**src/rtl/corr_master_ctrl_if.sv**
```systemverilog
// Host command and snapshot readout handshakes of the correlator master controller.
interface corr_master_ctrl_if;
    logic        host_cmd_valid;
    logic [31:0] host_cmd;
    logic        host_cmd_ready;
    logic [31:0] rd_data;
    logic        rd_valid;
    logic        rd_ready;
    logic        rd_last;

    modport master (
        output host_cmd_valid, host_cmd, rd_ready,
        input  host_cmd_ready, rd_data, rd_valid, rd_last
    );

    modport slave (
        input  host_cmd_valid, host_cmd, rd_ready,
        output host_cmd_ready, rd_data, rd_valid, rd_last
    );
endinterface

```
**src/rtl/corr_master_ctrl.sv**
```systemverilog
// Correlator master: writes the control register, pulses the correlator reset,
// and streams a frozen snapshot of the five accumulators as ten 32-bit words.
//
// state     | meaning
// IDLE      | ready for a host command
// WRITE     | corr_we strobe cycle
// ACK_WAIT  | waiting for sr_in[0] or timeout
// RST_PULSE | corr_reset held high for arg[7:0]+1 cycles
// SNAP      | accumulators copied to shadow
// STREAM    | shadow words handed out on rd_*
module corr_master_ctrl #(
    parameter int ACK_TIMEOUT = 16
) (
    input  logic                sys_clk,
    input  logic                rst_n,
    corr_master_ctrl_if.slave   host,
    output logic [31:0]         corr_cr,
    output logic                corr_we,
    output logic                corr_reset,
    input  logic [31:0]         sr_in,
    input  logic [63:0]         sum_x_2,
    input  logic [63:0]         sum_y_2,
    input  logic [63:0]         sum_xy,
    input  logic [63:0]         sum_xy90,
    input  logic [63:0]         sum_y90_2,
    output logic                busy,
    output logic                err
);

    localparam int TMO_W = $clog2(ACK_TIMEOUT + 1);
    localparam logic [TMO_W-1:0] TMO_LAST = TMO_W'(ACK_TIMEOUT - 1);

    typedef enum logic [2:0] {
        IDLE, WRITE, ACK_WAIT, RST_PULSE, SNAP, STREAM
    } state_t;

    state_t           state;
    logic [TMO_W-1:0] tmo_cnt;
    logic [7:0]       pulse_cnt;
    logic [3:0]       word_idx;
    logic [31:0]      shadow [10];

    logic        accept;
    logic [3:0]  opcode;
    logic [27:0] arg;
    logic        unused_sr;

    assign opcode    = host.host_cmd[31:28];
    assign arg       = host.host_cmd[27:0];
    assign accept    = host.host_cmd_valid && host.host_cmd_ready;
    assign unused_sr = ^sr_in[31:1];

    assign host.host_cmd_ready = (state == IDLE);
    assign busy                = (state != IDLE);
    assign host.rd_data        = host.rd_valid ? shadow[word_idx] : 32'h0;

    always_ff @(posedge sys_clk) begin
        if (!rst_n) begin
            state         <= IDLE;
            corr_cr       <= '0;
            corr_we       <= 1'b0;
            corr_reset    <= 1'b0;
            host.rd_valid <= 1'b0;
            host.rd_last  <= 1'b0;
            err           <= 1'b0;
            tmo_cnt       <= '0;
            pulse_cnt     <= '0;
            word_idx      <= '0;
            for (int i = 0; i < 10; i++) shadow[i] <= '0;
        end else begin
            case (state)
                IDLE: begin
                    if (accept) begin
                        case (opcode)
                            4'h0: err <= 1'b0;
                            4'h1: begin
                                corr_cr <= {4'h0, arg};
                                corr_we <= 1'b1;
                                state   <= WRITE;
                            end
                            4'h2: begin
                                pulse_cnt  <= arg[7:0];
                                corr_reset <= 1'b1;
                                state      <= RST_PULSE;
                            end
                            4'h3:    state <= SNAP;
                            default: err   <= 1'b1;
                        endcase
                    end
                end
                WRITE: begin
                    corr_we <= 1'b0;
                    tmo_cnt <= '0;
                    state   <= ACK_WAIT;
                end
                ACK_WAIT: begin
                    if (sr_in[0]) begin
                        state <= IDLE;
                    end else if (tmo_cnt == TMO_LAST) begin
                        err   <= 1'b1;
                        state <= IDLE;
                    end else begin
                        tmo_cnt <= tmo_cnt + 1'b1;
                    end
                end
                RST_PULSE: begin
                    if (pulse_cnt == 8'd0) begin
                        corr_reset <= 1'b0;
                        state      <= IDLE;
                    end else begin
                        pulse_cnt <= pulse_cnt - 8'd1;
                    end
                end
                SNAP: begin
                    shadow[0]     <= sum_x_2[63:32];
                    shadow[1]     <= sum_x_2[31:0];
                    shadow[2]     <= sum_y_2[63:32];
                    shadow[3]     <= sum_y_2[31:0];
                    shadow[4]     <= sum_xy[63:32];
                    shadow[5]     <= sum_xy[31:0];
                    shadow[6]     <= sum_xy90[63:32];
                    shadow[7]     <= sum_xy90[31:0];
                    shadow[8]     <= sum_y90_2[63:32];
                    shadow[9]     <= sum_y90_2[31:0];
                    word_idx      <= '0;
                    host.rd_valid <= 1'b1;
                    host.rd_last  <= 1'b0;
                    state         <= STREAM;
                end
                STREAM: begin
                    // rd_valid is always high here, so rd_ready alone completes a beat
                    if (host.rd_ready) begin
                        if (word_idx == 4'd9) begin
                            host.rd_valid <= 1'b0;
                            host.rd_last  <= 1'b0;
                            state         <= IDLE;
                        end else begin
                            word_idx     <= word_idx + 4'd1;
                            host.rd_last <= (word_idx == 4'd8);
                        end
                    end
                end
                default: state <= IDLE;
            endcase
        end
    end

endmodule

```
**src/flat_wrapper.sv**
```systemverilog
// flat-port wrapper written by rule: the top's interface ports become plain ports
module corr_master_ctrl_flat 
#(
    parameter int ACK_TIMEOUT = 16
)
  (sys_clk, rst_n, corr_cr, corr_we, corr_reset, sr_in, sum_x_2, sum_y_2, sum_xy, sum_xy90, sum_y90_2, busy, err, host_host_cmd_valid, host_host_cmd, host_rd_ready, host_host_cmd_ready, host_rd_data, host_rd_valid, host_rd_last);
  corr_master_ctrl_if host_i ();
  input  logic sys_clk;
  input  logic rst_n;
  output logic [31:0] corr_cr;
  output logic corr_we;
  output logic corr_reset;
  input  logic [31:0] sr_in;
  input  logic [63:0] sum_x_2;
  input  logic [63:0] sum_y_2;
  input  logic [63:0] sum_xy;
  input  logic [63:0] sum_xy90;
  input  logic [63:0] sum_y90_2;
  output logic busy;
  output logic err;
  input wire logic [$bits(host_i.host_cmd_valid)-1:0] host_host_cmd_valid;
  input wire logic [$bits(host_i.host_cmd)-1:0] host_host_cmd;
  input wire logic [$bits(host_i.rd_ready)-1:0] host_rd_ready;
  output wire logic [$bits(host_i.host_cmd_ready)-1:0] host_host_cmd_ready;
  output wire logic [$bits(host_i.rd_data)-1:0] host_rd_data;
  output wire logic [$bits(host_i.rd_valid)-1:0] host_rd_valid;
  output wire logic [$bits(host_i.rd_last)-1:0] host_rd_last;
  assign host_i.host_cmd_valid = host_host_cmd_valid;
  assign host_i.host_cmd = host_host_cmd;
  assign host_i.rd_ready = host_rd_ready;
  assign host_host_cmd_ready = host_i.host_cmd_ready;
  assign host_rd_data = host_i.rd_data;
  assign host_rd_valid = host_i.rd_valid;
  assign host_rd_last = host_i.rd_last;
  corr_master_ctrl #(.ACK_TIMEOUT(ACK_TIMEOUT)) u_core (.sys_clk(sys_clk), .rst_n(rst_n), .host(host_i), .corr_cr(corr_cr), .corr_we(corr_we), .corr_reset(corr_reset), .sr_in(sr_in), .sum_x_2(sum_x_2), .sum_y_2(sum_y_2), .sum_xy(sum_xy), .sum_xy90(sum_xy90), .sum_y90_2(sum_y90_2), .busy(busy), .err(err));
endmodule
```
**config.mk**
```make
export PLATFORM = sky130hd
export DESIGN_NAME = corr_master_ctrl_flat
export DESIGN_NICKNAME = d
export VERILOG_FILES = /design/src/rtl/corr_master_ctrl_if.sv /design/src/rtl/corr_master_ctrl.sv /design/src/flat_wrapper.sv
export SDC_FILE = /design/constraint.sdc
export NUM_CORES = 1
export LEC_CHECK = 0
export CAP_MARGIN = 20
export CORE_MARGIN = 2
export CORE_UTILIZATION = 53
export DETAILED_ROUTE_END_ITERATION = 10
export PLACE_DENSITY = 0.86
export SKIP_CTS_REPAIR_TIMING = 1
export SYNTH_ARGS = -nofsm -noshare
export SYNTH_HDL_FRONTEND = slang
export SYNTH_SLANG_ARGS = --single-unit
```
**constraint.sdc**
```tcl
create_clock -name sys_clk -period 42.9 [get_ports sys_clk]
set_clock_uncertainty 0.2 [all_clocks]
set_input_delay 8.58 -clock sys_clk [delete_from_list [all_inputs] [get_ports sys_clk]]
set_output_delay 8.58 -clock sys_clk [all_outputs]
set_load 0.05 [all_outputs]
```
After elaboration in Yosys (flattened, before gate mapping)
Memories as Yosys holds them, arrays and structs flattened. A register that Yosys moved wholly into a read port is not among the register bits.
Cells that the tools add are included.
{"block": "word_totals", "reg_bits": 53, "word_cells": 123, "n_memories": 1, "inputBits": 388, "output_inout_bits": 71, "mem_bits_rw": 320}
{"name": "u_core.shadow", "depth": 10, "word_bits": 32, "rd": 1, "rd_clocked_by_memory_dff": 1, "write_ports": 10, "line": "corr_master_ctrl.sv:41", "source": "logic [31:0] shadow [10];"}
{"block": "op_classes", "n_reduce_logical": 21, "add_sub_neg": 3, "n_eq_ne": 25, "n_bitwise": 10, "muxes": 53}
{"cell": "two-way mux 32 bit", "n": 11}
{"cell": "two-way mux 8 bit", "n": 3}
{"cell": "two-way mux 3 bit", "n": 6}
{"cell": "inequality test 2 bit (second input constant)", "n": 9}
{"cell": "case mux 3 bit (6 select lines)", "n": 1}
{"cell": "two-way mux 1 bit", "n": 16}
{"cell": "two-way mux 4 bit", "n": 4}
{"cell": "case mux 8 bit (2 select lines)", "n": 1}
{"cell": "AND reduction 3 bit", "n": 5}
{"cell": "case mux 1 bit (2 select lines)", "n": 6}
{"cell": "two-way mux 5 bit", "n": 2}
{"cell": "OR 1 bit", "n": 10}
{"cell": "case mux 5 bit (2 select lines)", "n": 1}
{"cell": "nonzero test 2 bit", "n": 5}
{"cell": "case mux 3 bit (3 select lines)", "n": 1}
{"cell": "equality test 4 x 2 -> 1 bit (second input constant)", "n": 2}
{"cell": "equality test 4 bit (second input constant)", "n": 2}
{"cell": "logical NOT 8 bit", "n": 1}
{"cell": "case mux 4 bit (2 select lines)", "n": 1}
{"cell": "AND reduction 4 bit", "n": 2}
{"cell": "subtractor 8 x 1 -> 8 bit (second input constant)", "n": 1}
{"cell": "equality test 3 x 2 -> 1 bit (second input constant)", "n": 2}
{"cell": "equality test 3 bit (second input constant)", "n": 2}
{"cell": "inequality test 2 x 1 -> 1 bit (second input constant)", "n": 3}
{"cell": "other kinds (15)", "n": 15}

Longest topological paths before layout
{"block": "logic_depth", "depth_word": 6, "mapped_depth": 7, "depth_no_buf": 7}

Worst setup path before layout
No wires, ideal clock.
{"block": "synth_path", "kind": "register to register", "from": "register u_core.state[1]", "to": "memory u_core.shadow[0][0] (enable)", "arrival_ps": 23165, "stages_incl_launch_ff": 6, "synth_period_minus_slack_ps": 24815, "n_path_buf": 2, "setup_slack_ps": 18085, "setup_ps": 1450, "required_time_ps": 41250, "cell_sequence": "dfxtp_1 -> clkbuf_1 -> buf_2 -> inv_2 -> nand2_1 -> o21ai_0"}
{"element": "from (decl)", "line": "corr_master_ctrl.sv:37", "source": "state_t state;"}
{"element": "from (signal assigned)", "line": "corr_master_ctrl.sv:59", "source": "state <= IDLE;"}
{"element": "from (signal assigned)", "line": "corr_master_ctrl.sv:79", "source": "state <= WRITE;"}
{"element": "from (signal assigned)", "line": "corr_master_ctrl.sv:84", "source": "state <= RST_PULSE;"}
{"element": "to (decl)", "line": "corr_master_ctrl.sv:41"}

==> summary.json <==
{
  "run_status": {
    "status": "finished, final reports clean"
  },
  "clock_network": {
    "cts_max_level": 2,
    "clk-insertion-delay-late_ps": 510,
    "cts.sink_count": 377,
    "num_cts_buffers": 40,
    "clk_transition_reported_paths_ps": 60,
    "cts.path.max_buffers": 3,
    "cts_tree": "yes",
    "clockRootBuffer": "sky130_fd_sc_hd__clkbuf_16"
  },
  "power_and_ir_drop": {
    "p_switching_uw": 169.3,
    "irDropWorstVdd_mv": 0.03102,
    "p_leak_uw": 0.008506,
    "power_switching_share": 0.2091,
    "p_clk_frac": 0.403,
    "power.share.combinational": 0.082,
    "power_density_mw_per_mm2": 35.42,
    "p_seq_frac": 0.515,
    "cell_internal_pwr_uw": 640.5
  },
  "synth": {
    "synth.cells.most_frequent": "322 x sky130_fd_sc_hd__and2_1, 320 x sky130_fd_sc_hd__edfxtp_1, 107 x sky130_fd_sc_hd__nand2_1",
    "synth.avg_cell_area_um2": 13.88,
    "synth_enable_flop_cells": 320,
    "top_cell_type_by_total_area_after_synthesis": "sky130_fd_sc_hd__edfxtp_1",
    "yosys.cell_types.count": 57,
    "sequential_to_total_area_share_from_yosys_stat": 0.6276,
    "synth-warning-count": 0,
    "yosys.cell_count.top_type": "sky130_fd_sc_hd__and2_1",
    "post_synth_main_area_contributors": "sky130_fd_sc_hd__edfxtp_1 56%, sky130_fd_sc_hd__and2_1 12%, sky130_fd_sc_hd__mux4_2 8.4%, sky130_fd_sc_hd__dfxtp_1 6.7%, sky130_fd_sc_hd__nand2_1 2.3%",
    "postSynth.asyncResetShare": 0,
    "syn_inst": 1234,
    "yosysTopAreaCellShare": 0.5610,
    "synth.ff_latch_count": 377,
    "synthFlopType": "sky130_fd_sc_hd__edfxtp_1",
    "mappedNetlistArea_mm2": 0.01713
  },
  "die": {
    "fp.coreArea_mm2": 0.03172,
    "design.portCount": 459,
    "placementRows": 65,
    "floorplan.die_area_mm2": 0.03378,
    "die_width_um": 183.8,
    "die-height_um": 183.8,
    "initial_utilization": 0.5401
  },
  "critical_path": {
    "regToRegSetupSlack_ps": 39740,
    "path_max_fanout": 50,
    "rr_endpoint": "u_core.shadow[4][0]",
    "worstSetupEndpointType": "output pin",
    "r2r_cells": 5,
    "timing.critical_path.arrival_ps": 4360,
    "cpPeakStageDelay_ps": 990,
    "cp_cell_sequence": "buf_4 -> mux4_2 -> mux2_2 -> o211a_1 -> clkdlybuf4s50_1",
    "critical_path_class": "reg2out",
    "cp-endpoint": "host_rd_data[15]",
    "worst_r2r_startpoint": "u_core.state[2]",
    "timing.critical_path.required_ps": 34120,
    "timing.critical_path.from_type": "flip-flop",
    "critical-path-slowest-cell": "sky130_fd_sc_hd__dfxtp_4"
  },
  "route": {
    "detailedRoute.firstPassIterationCount": 5,
    "post_drt_wl_per_cell_um": 21.23,
    "drc": 0,
    "antenna_left": 0,
    "wl_final_mm": 43.85,
    "vias": 11270,
    "dr.first_iter.drc_count": 895,
    "drt_via_density": 5.458
  },
  "timing": {
    "setup_tns_ps": 0,
    "max_transition_margin": 0.1110,
    "period_share": 0.3064,
    "finalMaxSlewViolations": 0,
    "highest_clock_frequency_the_design_can_meet_ghz": 0.07608,
    "setup_viol": 0,
    "worst_pin_slew_ps": 1333,
    "finalHoldViolCount": 0,
    "finalCriticalPeriod_ps": 13140,
    "grt_setup_unrepaired": "no"
  },
  "grt": {
    "grt_use_total": 0.2575,
    "grt_first_pass_wirelength_mm": 65.25,
    "grt_pass1_vias": 11460,
    "grt_start_max_net_pins": 221,
    "antenna_found_initial": 16,
    "grt-ovfl-total": 0
  },
  "place": {
    "post-dp-hpwl_mm": 30.25,
    "placedCellCount": 1980,
    "gp_congestion": 0.8464,
    "io_buf_count": 423,
    "placed_cell_area_mm2": 0.02157
  },
  "layout": {
    "drive_above_1_share": 0.1072,
    "syn2layout_area_growth_pct": 33.46,
    "fin_nets": 2016,
    "finalInstanceArea_mm2": 0.02286,
    "postLayoutCoreUtil": 0.7208,
    "final_cell_count_no_fill": 2065
  },
  "hold_path": {
    "hold_path.class": "reg2reg"
  },
  "job": {
    "drv_cap": 0
  }
}
-- cells in the final DEF (no fill, tap or decap), types with 33 or more instances in the layout --
cell type,synthesis,layout
sky130_fd_sc_hd__and2_1,322,322
sky130_fd_sc_hd__clkbuf_16,0,41
sky130_fd_sc_hd__a21oi_1,50,50
sky130_fd_sc_hd__o211a_1,33,33
sky130_fd_sc_hd__dfxtp_1,57,53
sky130_fd_sc_hd__clkdlybuf4s50_1,0,423
sky130_fd_sc_hd__nand2_1,107,107
sky130_fd_sc_hd__mux4_2,64,64
sky130_fd_sc_hd__mux2i_1,35,35
sky130_fd_sc_hd__edfxtp_1,320,320
-- registers in the layout, indices dropped and copies added, names as in the netlist, named ones only --
register,flops
u_core.corr_cr,28
u_core.corr_reset,1
u_core.corr_we,1
u_core.err,1
u_core.host.rd_last,1
u_core.host.rd_valid,1
u_core.pulse_cnt,8
u_core.shadow,320
u_core.state,3
u_core.tmo_cnt,5
u_core.word_idx,4
-- power by group through the flow --
stage               registers [µW]  clock network [µW]  logic [µW]
floorplan                      438                   0        24.3
global placement               423                   0        64.9
detailed placement             424                   0        66.0
CTS                            417                 333        66.6
global route                   418                 347        71.0
finish                         417                 327        66.5
-- per-stage QoR --
step / total power, µW / setup WS [ps] / hold slack, ps
2_1_floorplan: 462.7 / 18090 / 248.9
3_3_place_gp: 488.2 / 30190 / 238.0
3_5_place_dp: 490.5 / 30190 / 243.1
4_1_cts: 816.4 / 29620 / 250.6
5_1_grt: 835.5 / 29490 / 265.3
6_report: 809.8 / 29760 / 251.5
-- worst max-delay path, delay by kind of cell, from the launching register on --
| kind | cells | cell delay [ps] |
|---|---|---|
| AOI/OAI and AO/OA | 1 | 210 |
| muxes | 2 | 960 |
| DFF | 1 | 990 |
| buffers and inverters | 2 | 1620 |
-- kinds of logic after synthesis --
| kind of cell | count (synthesis) | share of synthesized area |
|---|---|---|
| fa+ha+maj | 7 | 0.005113 |
| buf+inv | 105 | 0.02768 |
| simple gates | 491 | 0.1629 |
| mux | 131 | 0.1256 |
| compound gates | 120 | 0.04989 |
| flops | 377 | 0.6276 |
| other cells | 1 | 0.0002189 |
| xor+xnor | 2 | 0.001023 |
-- metal layers --
layer / global-route usage / part of all wire / vias up
met4: 0.08480 / 0.031 / 10
met1: 0.3291 / 0.39 / 5464
li1: - / - / 5256
met3: 0.07231 / 0.092 / 84
met5: 0 / 0.0015 / -
met2: 0.4269 / 0.49 / 457
-- cell type report --
class / count / area [µm²]
repair buffers: 434 / 4349
well taps: 402 / 503.0
fillers: 2069 / 8856
multi-input cells: 755 / 5933
diodes: 12 / 30.03
flip-flops and latches: 377 / 10760
clock inverters: 18 / 112.6
inverters: 13 / 48.80
clock buffers: 54 / 1125
-- how the worst min path moves through the flow --
stage	start	end	slack [ps]	depth (start not counted)
final	u_core.corr_cr[7]	u_core.corr_cr[7]	250	2
after global routing	u_core.corr_cr[7]	u_core.corr_cr[7]	270	2
after global placement	u_core.corr_cr[20]	u_core.corr_cr[20]	240	2
after detailed placement	u_core.corr_cr[7]	u_core.corr_cr[7]	240	2
after CTS	u_core.corr_cr[7]	u_core.corr_cr[7]	250	2
after floorplan	u_core.pulse_cnt[4]	u_core.pulse_cnt[4]	250	2
No activity file was read; power rests on OpenSTA's default activity.
==> variant 1 (same settings) <==
`ACK_TIMEOUT` is set to 16 in 2 places; all go to 32.
--- a/src/rtl/corr_master_ctrl.sv
+++ b/src/rtl/corr_master_ctrl.sv
@@ -11,3 +11,3 @@
 module corr_master_ctrl #(
-    parameter int ACK_TIMEOUT = 16
+    parameter int ACK_TIMEOUT = 32
 ) (
--- a/src/flat_wrapper.sv
+++ b/src/flat_wrapper.sv
@@ -3,3 +3,3 @@
 #(
-    parameter int ACK_TIMEOUT = 16
+    parameter int ACK_TIMEOUT = 32
 )
Behaviour: no difference found for any inputs over 4 cycles, from zero or initial values and one cycle with rst_n low; that may be too few to reach the edited logic, so the function may still have changed.
==> variant 1 against the unedited design <==
Sequential cell count grew 1; routed wire length is 1.6% higher; global-route usage increased by 0.40 points; via count rose by 0.54%; final area up 0.53%; total power down 1.1%; sequential power shrank 1%; area after synthesis is 0.15% higher; setup slack lost 0.032 ns; highest routed layer unchanged.
==> variant 1: results (changes against the unedited design) <==
[power_and_ir_drop]
leakagePower_uw=0.00863  ; +1.5%
clock_power_share_pct=41.3  ; +1.0 points
power_density_nw_per_um2=34.9  ; -1.6%
irDropWorstVdd_mv=0.0296  ; -4.5%
internal_power_uw=637  ; -0.61%
comb_cell_power_uw=57.0  ; -14%

[layout]
fin_cells=2074  ; +0.44%
reg_top3=u_core.shadow (320), u_core.corr_cr (28), u_core.pulse_cnt (8)
drive_gt1_share_pct=11.0  ; +0.26 points

[hold_path]
worst_hold_path.num_cells=2  ; unchanged
hold_start=u_core.corr_cr[26]
hold_class=reg -> reg

[yosys]
synthFlopType=edfxtp_1
yosysWarnings=0  ; unchanged
synth-seq-area-share_pct=62.8  ; about the same
ys_top_cells_by_count=322 x and2_1, 320 x edfxtp_1, 102 x nand2_1
synthTopCellsByArea=edfxtp_1 56%, and2_1 12%, mux4_2 8.4%, dfxtp_1 6.8%, nand2_1 2.2%
async_flop_share_pct=0  ; unchanged
syn_inst=1238  ; +0.32%
synth_edf_count=320  ; unchanged
ys_types=62  ; +8.8%

[route]
dr.pass1.iters=5  ; unchanged
dr.first_iter.drc_count=868  ; -3.0%
vias=11332  ; +0.54%
wire_per_inst_microns=21.5  ; +1.1%

[status]
outcome=finished clean

[worst_setup_path]
r2r_cells=5  ; unchanged
worstPathArrival_ns=4.40  ; +0.04 ns
critPathKind=reg -> out
r2r_start=u_core.state[2]
cp_max_fo=49  ; -2.0%
regToRegSetupSlack_ns=38.98  ; -0.76 ns
crit_end=host_rd_data[22]
reg2reg_to=u_core.shadow[2][15]

[place]
port_buffers=423  ; unchanged
post-dp-hpwl_mm=30.6  ; +1.2%
pre_cts_slack_ns=30.12  ; -0.0717 ns
dp.cells=1982  ; +0.10%
gp_congestion=0.853  ; +0.77%

[sta]
min_period_ns=13.18  ; +0.0315 ns
tightest_slew_ns=1.29  ; -0.0438 ns

[cts]
cts_htree_levels=2  ; unchanged
path_clk_slew_ns=0.06  ; about the same
clock_latency_ns=0.53  ; +0.02 ns
root_buffer=clkbuf_16
cts_max_path_buffers=3  ; unchanged
cts_buffers=39  ; -2.5%

[global_routing]
grt_antenna_before_repair=17  ; +1
grt_pass1_wl_mm=66.0  ; +1.1%
track_usage_pct=26.2  ; +0.40 points
grt_max_degree=206  ; -6.8%
grt_pass1_vias=11757  ; +2.6%

==> variant 1: cell count changes after synthesis, moves of 4 or more <==
cell / unedited run / this run
buf_6: 1 / 5
buf_1: 8 / 2
nor2_1: 18 / 33
nand3_1: 10 / 3
nand2_1: 107 / 102
==> variant 1: cell type report <==
| class | count | area (sq um) |
|---|---|---|
| sequential | 378 | 10800 |
| fill | 2008 | 8740 |
| multi-input combinational | 761 | 5950 |
| timing repair buffer | 435 | 4430 |
| clock buffer | 54 | 1100 |
| tap | 402 | 503 |
| clock inverter | 18 | 148 |
| inverter | 11 | 41.3 |
| antenna | 15 | 37.5 |
==> variant 1: critical path: stages, from the launching register on <==
cell and delay [ns]:
dfxtp_4 0.96, buf_4 0.89, mux4_2 0.66, mux2_2 0.33
o211a_1 0.21, clkdlybuf4s50_1 0.74
==> variant 1: per-layer routing <==
metal  GRT usage, %  share of wire (%)
met5              0              0.056
met4           12.3                4.5
met3           5.92                7.0
met2           48.1                 54
met1           28.6                 35
==> variant 1: kinds of logic after synthesis <==
group	synth area share (%)
AO/OA/AOI/OAI	5.05
XOR/XNOR	0.255
adder cells (fa/ha/maj)	0.438
buffers and inverters	2.71
flip-flops	62.8
multiplexers	12.5
other	0.0219
AND/OR/NAND/NOR	16.2
==> variant 1: how the worst min path moves through the flow <==
stage                     slack, ns                 end
final                          0.26  u_core.corr_cr[26]
after global routing           0.27  u_core.corr_cr[15]
after CTS                      0.25  u_core.corr_cr[25]
after detailed placement       0.25  u_core.corr_cr[25]
after global placement         0.24  u_core.corr_cr[25]
after floorplan                0.25   u_core.tmo_cnt[1]
==> variant 1: per-stage QoR <==
stage / util [%] / instance area [sq um]
after detailed placement: 68.0 / 21600
after global placement: 68.0 / 21600
after CTS: 71.9 / 22800
after floorplan: - / 17200
final: 72.5 / 23000
after global routing: 72.4 / 23000
==> variant 2 (config.mk and constraints unchanged) <==
Made on the original files. Re-encode `state_t` (6 states) as one-hot, 6 bits wide.
--- a/src/rtl/corr_master_ctrl.sv
+++ b/src/rtl/corr_master_ctrl.sv
@@ -32,4 +32,4 @@
 
-    typedef enum logic [2:0] {
-        IDLE, WRITE, ACK_WAIT, RST_PULSE, SNAP, STREAM
+    typedef enum logic [5:0] {
+        IDLE = 6'b000001, WRITE = 6'b000010, ACK_WAIT = 6'b000100, RST_PULSE = 6'b001000, SNAP = 6'b010000, STREAM = 6'b100000
     } state_t;
Behaviour: same outputs for any inputs over 4 cycles, from zero or initial values and one cycle with rst_n low; so few cycles prove little.
==> variant 2 against the unedited design <==
Final area grew 1.6%; global-route usage shrank 0.64 points; area after synthesis grew 1.8%; sequential cell count grew 3; routed wire length grew 0.88%; largest cell class unchanged; total power grew 3.2%; critical path depth grew 1; count of clock-buffer cells in the layout grew 3; setup slack lost 0.23 ns.
==> variant 2: results (changes against the unedited design) <==
[global_routing]
track_usage_pct=25.1  ; -0.64 points
grt_max_degree=231  ; +4.5%
grt_pass1_wl_mm=64.9  ; -0.55%
grt_antenna_before_repair=14  ; -2

[yosys]
syn_inst=1194  ; -3.2%
synthTopCellsByArea=edfxtp_1 55%, and2_1 12%, mux4_2 8.3%, dfxtp_1 6.9%, mux2i_1 3.5%
ys_types=63  ; +11%
ys_top_cells_by_count=321 x and2_1, 320 x edfxtp_1, 64 x mux4_2

[place]
dp.cells=1988  ; +0.40%
gp_congestion=0.801  ; -5.3%
port_buffers=423  ; unchanged
post-dp-hpwl_mm=29.9  ; -1.1%
postPlaceCellArea_sq_um=21800  ; +1.1%
pre_cts_slack_ns=29.97  ; -0.219 ns

[route]
vias=11290  ; +0.17%
dr.first_iter.drc_count=830  ; -7.3%
avgViaCountPerCell=5.45  ; -0.22%
wire_per_inst_microns=21.3  ; +0.50%
dr.pass1.iters=7  ; +2

[status]
outcome=finished clean

[power_and_ir_drop]
irDropWorstVdd_mv=0.0343  ; +11%
switchingPower_uw=173  ; +2.1%
power_density_nw_per_um2=36.0  ; +1.6%
leakagePower_uw=0.00891  ; +4.8%

[layout]
num-fill-cells=2126  ; +2.8%
seq_cells=380  ; +0.80%
register_area_sq_um=10800  ; +0.57%
multi_input_area_share_pct=26.1  ; +0.16 points
drive_gt1_share_pct=11.7  ; +0.93 points
clockBufferCount=57  ; +5.6%
clk_share_pct=5.82  ; +0.41 points
inverters=8  ; -5
buffers=435  ; +0.23%
multi_input_cells=724  ; -4.1%
n_antenna_cell=9  ; -3
buf_share_pct=18.9  ; -0.17 points
stdcell_area_sq_um=23200  ; +1.6%

[worst_setup_path]
cp_slowest_cell=clkdlybuf4s50_1
cp_slowest_stage_delay_ns=0.78  ; -0.21 ns
worstPathArrival_ns=4.60  ; +0.24 ns
cp_max_fo=40  ; -20%

[sta]
maxSlewViolCount=0  ; unchanged
relSlewSlack_pct=2.83  ; -8.3 points

[cts]
clock_latency_ns=0.52
cts_buffers=41  ; +2.5%

==> variant 2: critical path: cells and delay by family, from the launching register on <==
family / cells / cell delay (ns)
compound gates: 1 / 0.21
buf+inv: 3 / 2.19
flops: 1 / 0.63
mux: 2 / 0.95
==> variant 2: worst paths after layout <==
kind	end	from	cells after the start	slack (ns)
max	host_rd_data[13]	flop	6	29.52
min	u_core.corr_we	u_core.corr_we	2	0.25
max reg2reg	u_core.shadow[9][26]	u_core.state[5]	7	38.85
min reg2reg	u_core.corr_we	u_core.corr_we	2	0.25
==> variant 2: routing by layer <==
layer  up-vias  GRT usage (%)  share of wire [%]
li1       5199              -                  -
met1      5532           28.2                 36
met2       450           44.4                 51
met3        99           8.71                 10
met4        10           8.57                3.0
met5         -              0               0.14
==> variant 2: cells by family after synthesis <==
group,synth area share [%]
muxes,13.8
DFF,62.0
xor gates and xnor gates,0.0502
AOI/OAI and AO/OA,4.25
other,0.0215
and+or+nand+nor,16.0
adders and majority gates,0.502
buffers and inverters,3.39
